**src/rtl/mul_div_unit.sv**
```systemverilog
// mul_div_unit: iterative HI/LO multiply/divide unit (shift-add multiply, restoring divide, MTHI/MTLO).
// Optional macro MDU_FAST_MUL_EN replaces the 32-cycle multiply with a single-cycle product.
`default_nettype none

module mul_div_unit #(
    parameter int XLEN = 32
) (
    input  logic            clk,
    input  logic            resetn,
    input  logic            req_valid,
    input  logic [2:0]      req_op,
    input  logic [XLEN-1:0] req_a,
    input  logic [XLEN-1:0] req_b,
    input  logic            flush,
    output logic [XLEN-1:0] hi,
    output logic [XLEN-1:0] lo,
    output logic            mul_div_stall,
    output logic            busy
);
    localparam logic [2:0] OP_MTHI = 3'd4;
    localparam logic [2:0] OP_MTLO = 3'd5;

    typedef enum logic [1:0] {
        IDLE    = 2'd0,
        MUL_RUN = 2'd1,
        DIV_RUN = 2'd2,
        DONE    = 2'd3
    } state_t;

    state_t              state_q, state_d;
    logic [4:0]          cnt_q, cnt_d;
    logic [2*XLEN-1:0]   work_q, work_d;
    logic [XLEN-1:0]     opnd_q, opnd_d;
    logic [XLEN-1:0]     a_q, a_d;
    logic                neg_q, neg_d, rneg_q, rneg_d, dz_q, dz_d;
    logic [XLEN-1:0]     hi_q, hi_d, lo_q, lo_d;

    logic                is_md, is_signed;
    logic [XLEN-1:0]     mag_a, mag_b;
    logic [XLEN:0]       mul_sum, div_shift, div_trial;
    logic [2*XLEN-1:0]   mul_next, div_next, mul_res;
    logic [XLEN-1:0]     quo, rem;

    assign is_md     = ~req_op[2];
    assign is_signed = ~req_op[0];
    assign mag_a     = (is_signed && req_a[XLEN-1]) ? -req_a : req_a;
    assign mag_b     = (is_signed && req_b[XLEN-1]) ? -req_b : req_b;

    // Multiply: work = {partial product high half, remaining multiplier bits}.
    assign mul_sum  = {1'b0, work_q[2*XLEN-1:XLEN]} + {1'b0, (work_q[0] ? opnd_q : {XLEN{1'b0}})};
    assign mul_next = {mul_sum, work_q[XLEN-1:1]};
    assign mul_res  = neg_q ? -mul_next : mul_next;

    // Divide: work = {partial remainder, dividend bits being shifted out / quotient bits in}.
    assign div_shift = work_q[2*XLEN-1:XLEN-1];
    assign div_trial = div_shift - {1'b0, opnd_q};
    assign div_next  = div_trial[XLEN] ? {div_shift[XLEN-1:0], work_q[XLEN-2:0], 1'b0}
                                       : {div_trial[XLEN-1:0], work_q[XLEN-2:0], 1'b1};
    assign quo = neg_q  ? -div_next[XLEN-1:0]      : div_next[XLEN-1:0];
    assign rem = rneg_q ? -div_next[2*XLEN-1:XLEN] : div_next[2*XLEN-1:XLEN];

`ifdef MDU_FAST_MUL_EN
    logic [2*XLEN-1:0] fast_mag, fast_prod;
    assign fast_mag  = {{XLEN{1'b0}}, mag_a} * {{XLEN{1'b0}}, mag_b};
    assign fast_prod = (is_signed && (req_a[XLEN-1] ^ req_b[XLEN-1])) ? -fast_mag : fast_mag;
`endif

    always_comb begin
        state_d = state_q;
        cnt_d   = cnt_q;
        work_d  = work_q;
        opnd_d  = opnd_q;
        a_d     = a_q;
        neg_d   = neg_q;
        rneg_d  = rneg_q;
        dz_d    = dz_q;
        hi_d    = hi_q;
        lo_d    = lo_q;
        if (flush) begin
            state_d = IDLE;
        end else begin
            case (state_q)
                IDLE: begin
                    if (req_valid && is_md) begin
                        cnt_d  = 5'd0;
                        a_d    = req_a;
                        dz_d   = (req_b == {XLEN{1'b0}});
                        neg_d  = is_signed && (req_a[XLEN-1] ^ req_b[XLEN-1]);
                        rneg_d = is_signed && req_a[XLEN-1];
                        if (req_op[1]) begin
                            work_d  = {{XLEN{1'b0}}, mag_a};
                            opnd_d  = mag_b;
                            state_d = DIV_RUN;
                        end else begin
`ifdef MDU_FAST_MUL_EN
                            {hi_d, lo_d} = fast_prod;
                            state_d      = DONE;
`else
                            work_d  = {{XLEN{1'b0}}, mag_b};
                            opnd_d  = mag_a;
                            state_d = MUL_RUN;
`endif
                        end
                    end else if (req_valid && req_op == OP_MTHI) begin
                        hi_d = req_a;
                    end else if (req_valid && req_op == OP_MTLO) begin
                        lo_d = req_a;
                    end
                end
                MUL_RUN: begin
                    work_d = mul_next;
                    cnt_d  = cnt_q + 5'd1;
                    if (cnt_q == 5'd31) begin
                        {hi_d, lo_d} = mul_res;
                        state_d      = DONE;
                    end
                end
                DIV_RUN: begin
                    work_d = div_next;
                    cnt_d  = cnt_q + 5'd1;
                    if (cnt_q == 5'd31) begin
                        // Divide by zero returns all-ones quotient and the raw dividend.
                        hi_d    = dz_q ? a_q : rem;
                        lo_d    = dz_q ? {XLEN{1'b1}} : quo;
                        state_d = DONE;
                    end
                end
                default: state_d = IDLE;
            endcase
        end
    end

    always_ff @(posedge clk or negedge resetn) begin
        if (!resetn) begin
            state_q <= IDLE;
            cnt_q   <= 5'd0;
            work_q  <= '0;
            opnd_q  <= '0;
            a_q     <= '0;
            neg_q   <= 1'b0;
            rneg_q  <= 1'b0;
            dz_q    <= 1'b0;
            hi_q    <= '0;
            lo_q    <= '0;
        end else begin
            state_q <= state_d;
            cnt_q   <= cnt_d;
            work_q  <= work_d;
            opnd_q  <= opnd_d;
            a_q     <= a_d;
            neg_q   <= neg_d;
            rneg_q  <= rneg_d;
            dz_q    <= dz_d;
            hi_q    <= hi_d;
            lo_q    <= lo_d;
        end
    end

    assign hi            = hi_q;
    assign lo            = lo_q;
    assign busy          = (state_q != IDLE);
    assign mul_div_stall = req_valid && is_md && (state_q != DONE);

endmodule

`default_nettype wire

```
**config.mk**
```make
export PLATFORM = sky130hd
export DESIGN_NAME = mul_div_unit
export DESIGN_NICKNAME = d
export VERILOG_FILES = /design/src/rtl/mul_div_unit.sv
export SDC_FILE = /design/constraint.sdc
export NUM_CORES = 1
export LEC_CHECK = 0
export BUFFER_PORTS_ARGS = -buffer_cell sky130_fd_sc_hd__buf_2
export CORE_UTILIZATION = 35
export CTS_CLUSTER_DIAMETER = 40
export DETAILED_ROUTE_END_ITERATION = 16
export PLACE_DENSITY = 0.5
export SYNTH_ARGS = -nofsm -noshare
export SYNTH_HDL_FRONTEND = slang
export SYNTH_SLANG_ARGS = --single-unit
```
**constraint.sdc**
```tcl
create_clock -name clk -period 7.5 [get_ports clk]
set_input_delay 0.75 -clock clk [delete_from_list [all_inputs] [get_ports clk]]
set_output_delay 0.75 -clock clk [all_outputs]
set_load 0.01 [all_outputs]
```
==> impl_metrics.json <==
{
  "synth_top_cell_area_share_pct": 26.8,
  "rows": 84,
  "tns_ps": 0,
  "cts.sinks": 202,
  "clk_pin_slew_ps": 60,
  "critPathLaunchType": "flop",
  "dp_hpwl_mm": 61.6,
  "failed_checks": "DRC",
  "gr-usage-all-layers_pct": 29.2,
  "diodes": 0,
  "synth_top_area_cell": "dfrtp_1",
  "drc_errors": 4,
  "grt_pass1_vias": 18400,
  "vias": 19700,
  "area.growth.synth_to_final_pct": 13.5,
  "io_pins": 137,
  "cts_buffer_depth": 3,
  "maxCapViolations": 0,
  "synthFlopType": "dfrtp_1",
  "synth_top_family_by_area": "compound AO/OA/AOI/OAI gates",
  "slowest_delay_ps": 830,
  "post-synth-top-count-cell": "nand2_1",
  "die_area_um2": 54800,
  "numCtsBuffers": 41,
  "hp-class": "in2async",
  "irDropWorstVdd_uv": 304,
  "busiest_layer": "met2",
  "critPathRequiredTime_ps": 7930,
  "viasPerCell": 6.04,
  "multiInputGateArea_um2": 12900,
  "drive_above_1_share_pct": 12.0,
  "fmax_ghz": 0.176,
  "die_w_um": 234,
  "hold_viol_final": 0,
  "grt_util_met3_pct": 4.84,
  "synth_xor_area_share_pct": 10.3,
  "finClkSkew_ps": 26.7,
  "io_buffers": 136,
  "synthAdderAreaFrac_pct": 5.12,
  "layout.nets": 2692,
  "start_util_pct": 35.7,
  "synth_edf_count": 0,
  "grt.met2_usage_pct": 45.7,
  "dr.first_iter.drc_count": 1928,
  "synth_nets": 2672,
  "seq_area_frac_synth_pct": 26.8,
  "rsz0062_at_grt": "false",
  "cts_hold_buffers": 0,
  "finalWeightedCongestion": 0.998,
  "crit_chain": "inv_1 -> nor2_1 -> fa_1 -> or4_4 -> or3_4 -> or3_1 -> nor4_1 -> nand4_1 -> or3_1 -> o31ai_1 -> xnor2_1 -> a221oi_1 -> o31ai_1",
  "netlist_instances": 2525,
  "met1_usage_pct": 40.2,
  "synth_area_leaders": "dfrtp_1 27%, nand2_1 7.4%, o21ai_0 7.3%",
  "critPathMaxFanout": 32,
  "arrival_ps": 6100,
  "cts_tree": "yes",
  "yosysWarnings": 0,
  "clockRootBuffer": "clkbuf_16",
  "cpMaxStageDelayCell": "inv_1",
  "grt_antenna_before_repair": 4,
  "seqCellArea_um2": 5060,
  "gr-total-overflow": 0,
  "yosys.area_share.simple_pct": 20.9,
  "slew_viol_final": 0,
  "cts_setup_buffers": 0,
  "clk_latency_ps": 570,
  "rr_startpoint": "work_q[0]",
  "ys_top_cells_by_count": "372 x nand2_1, 275 x o21ai_0, 253 x nor2_1",
  "tightest_slew_ps": 1260,
  "ant_nets": 0,
  "wirelength_mm": 80.5,
  "leakagePower_nw": 9.04,
  "power.total_w": 0.00891,
  "grt_pass1_wl_mm": 119,
  "min_period_ps": 5670,
  "cts_max_level": 2,
  "post-route-period-util_pct": 75.6,
  "finalSetupViolations": 0,
  "worst_slack_ps": 1830,
  "ys_ff_latch": 202,
  "syn_area_um2": 18800,
  "cts_resized": 0,
  "ys_types": 91,
  "fill_cells": 5495,
  "synth_compound_area_share_pct": 28.7,
  "async_flop_share_pct": 100,
  "status": "finished with violations",
  "path_class": "reg2reg",
  "endpoint_kind": "flop",
  "regToRegSetupSlack_ps": 1830,
  "fp.dieH_um": 234,
  "grt_max_degree": 112,
  "drt_first_pass_iters": 14,
  "wl_per_cell_um": 24.7,
  "muxShareOfSynthArea_pct": 3.14,
  "r2r_cells": 13,
  "dp_slack_ps": 1880,
  "core_um2": 52900,
  "maxSlewHeadroom_pct": 15.6,
  "r2r-end": "hi[30]",
  "pwr_density_cell_nw_per_um2": 416,
  "syn_avg_cell_area_um2": 7.46
}
## per-layer routing
metal  vias to the layer above  routed length, um  share of wire (%)
li1                       9156                  -                  -
met1                      9649              35800                 44
met2                       762              36100                 45
met3                       158               5630                7.0
met4                         8               2900                3.6
met5                         -                 61              0.076
## cell usage in the layout, fill, tap and decap left out, types with 20 or more instances in the layout
cell type,n
a21o_1,27
a21oi_1,204
a221o_1,32
a221oi_1,53
buf_2,134
buf_4,25
clkbuf_16,41
dfrtp_1,201
ha_1,71
inv_1,66
mux2_2,33
mux2i_1,22
nand2_1,371
nand2b_1,20
nand3_1,32
nor2_1,253
nor3_1,49
o21ai_0,275
o31ai_1,69
or3_1,22
xnor2_1,139
xor2_1,82
## cell type report
cell class,count,share of cell area (%)
sequential,202,23.6
multi-input combinational,2071,60.3
tap,688,4.02
clock inverter,29,1.81
inverter,69,1.21
clock buffer,47,4.95
timing repair buffer,160,4.08
## worst max path at each step
stage | from | depth (start not counted) | endpoint
floorplan | work_q[31] | 23 | lo[22]
global placement | work_q[0] | 13 | hi[30]
global route | work_q[0] | 13 | hi[30]
CTS | work_q[0] | 13 | hi[30]
detailed placement | work_q[31] | 17 | hi[30]
finish | work_q[0] | 13 | hi[30]
## flip-flops by register name (all words and copies together), names as in the netlist
signal	cells
a_q	32
cnt_q	5
dz_q	1
hi	32
lo	32
neg_q	1
opnd_q	32
rneg_q	1
state_q	2
work_q	64
## report_power, final
part / internal, W / switching (W)
clock network: 0.00127 / 0.000683
logic: 0.00168 / 0.00328
registers: 0.00154 / 0.000468
total: 0.00448 / 0.00443
## worst max-delay path, delay by kind of cell (launching register included)
kind | cells | cell delay, ps
compound gates | 3 | 720
xor+xnor | 1 | 110
fa+ha+maj | 1 | 600
buf+inv | 1 | 830
flops | 1 | 430
simple gates | 7 | 2850
## kinds of logic (layout without fill, tap and decap cells)
family                   Yosys count  in the layout
AND/OR/NAND/NOR                  877            877
AO/OA/AOI/OAI                    842            842
buffers and inverters            252            305
XOR/XNOR                         221            221
flip-flops                       202            202
adder cells (fa/ha/maj)           76             76
multiplexers                      55             55
## stage by stage
step / utilization (%) / hold slack, ps / instances / cell area [um2]
3_3_place_gp: 37.7 / 456 / 3190 / 20000
3_5_place_dp: 37.7 / 465 / 3190 / 20000
4_1_cts: 40.5 / 217 / 3266 / 21400
2_1_floorplan: - / 445 / 2525 / 18800
5_1_grt: 40.5 / 228 / 3266 / 21400
6_report: 40.5 / 150 / 3266 / 21400
Note: power is estimated with default switching activity, not from simulation.
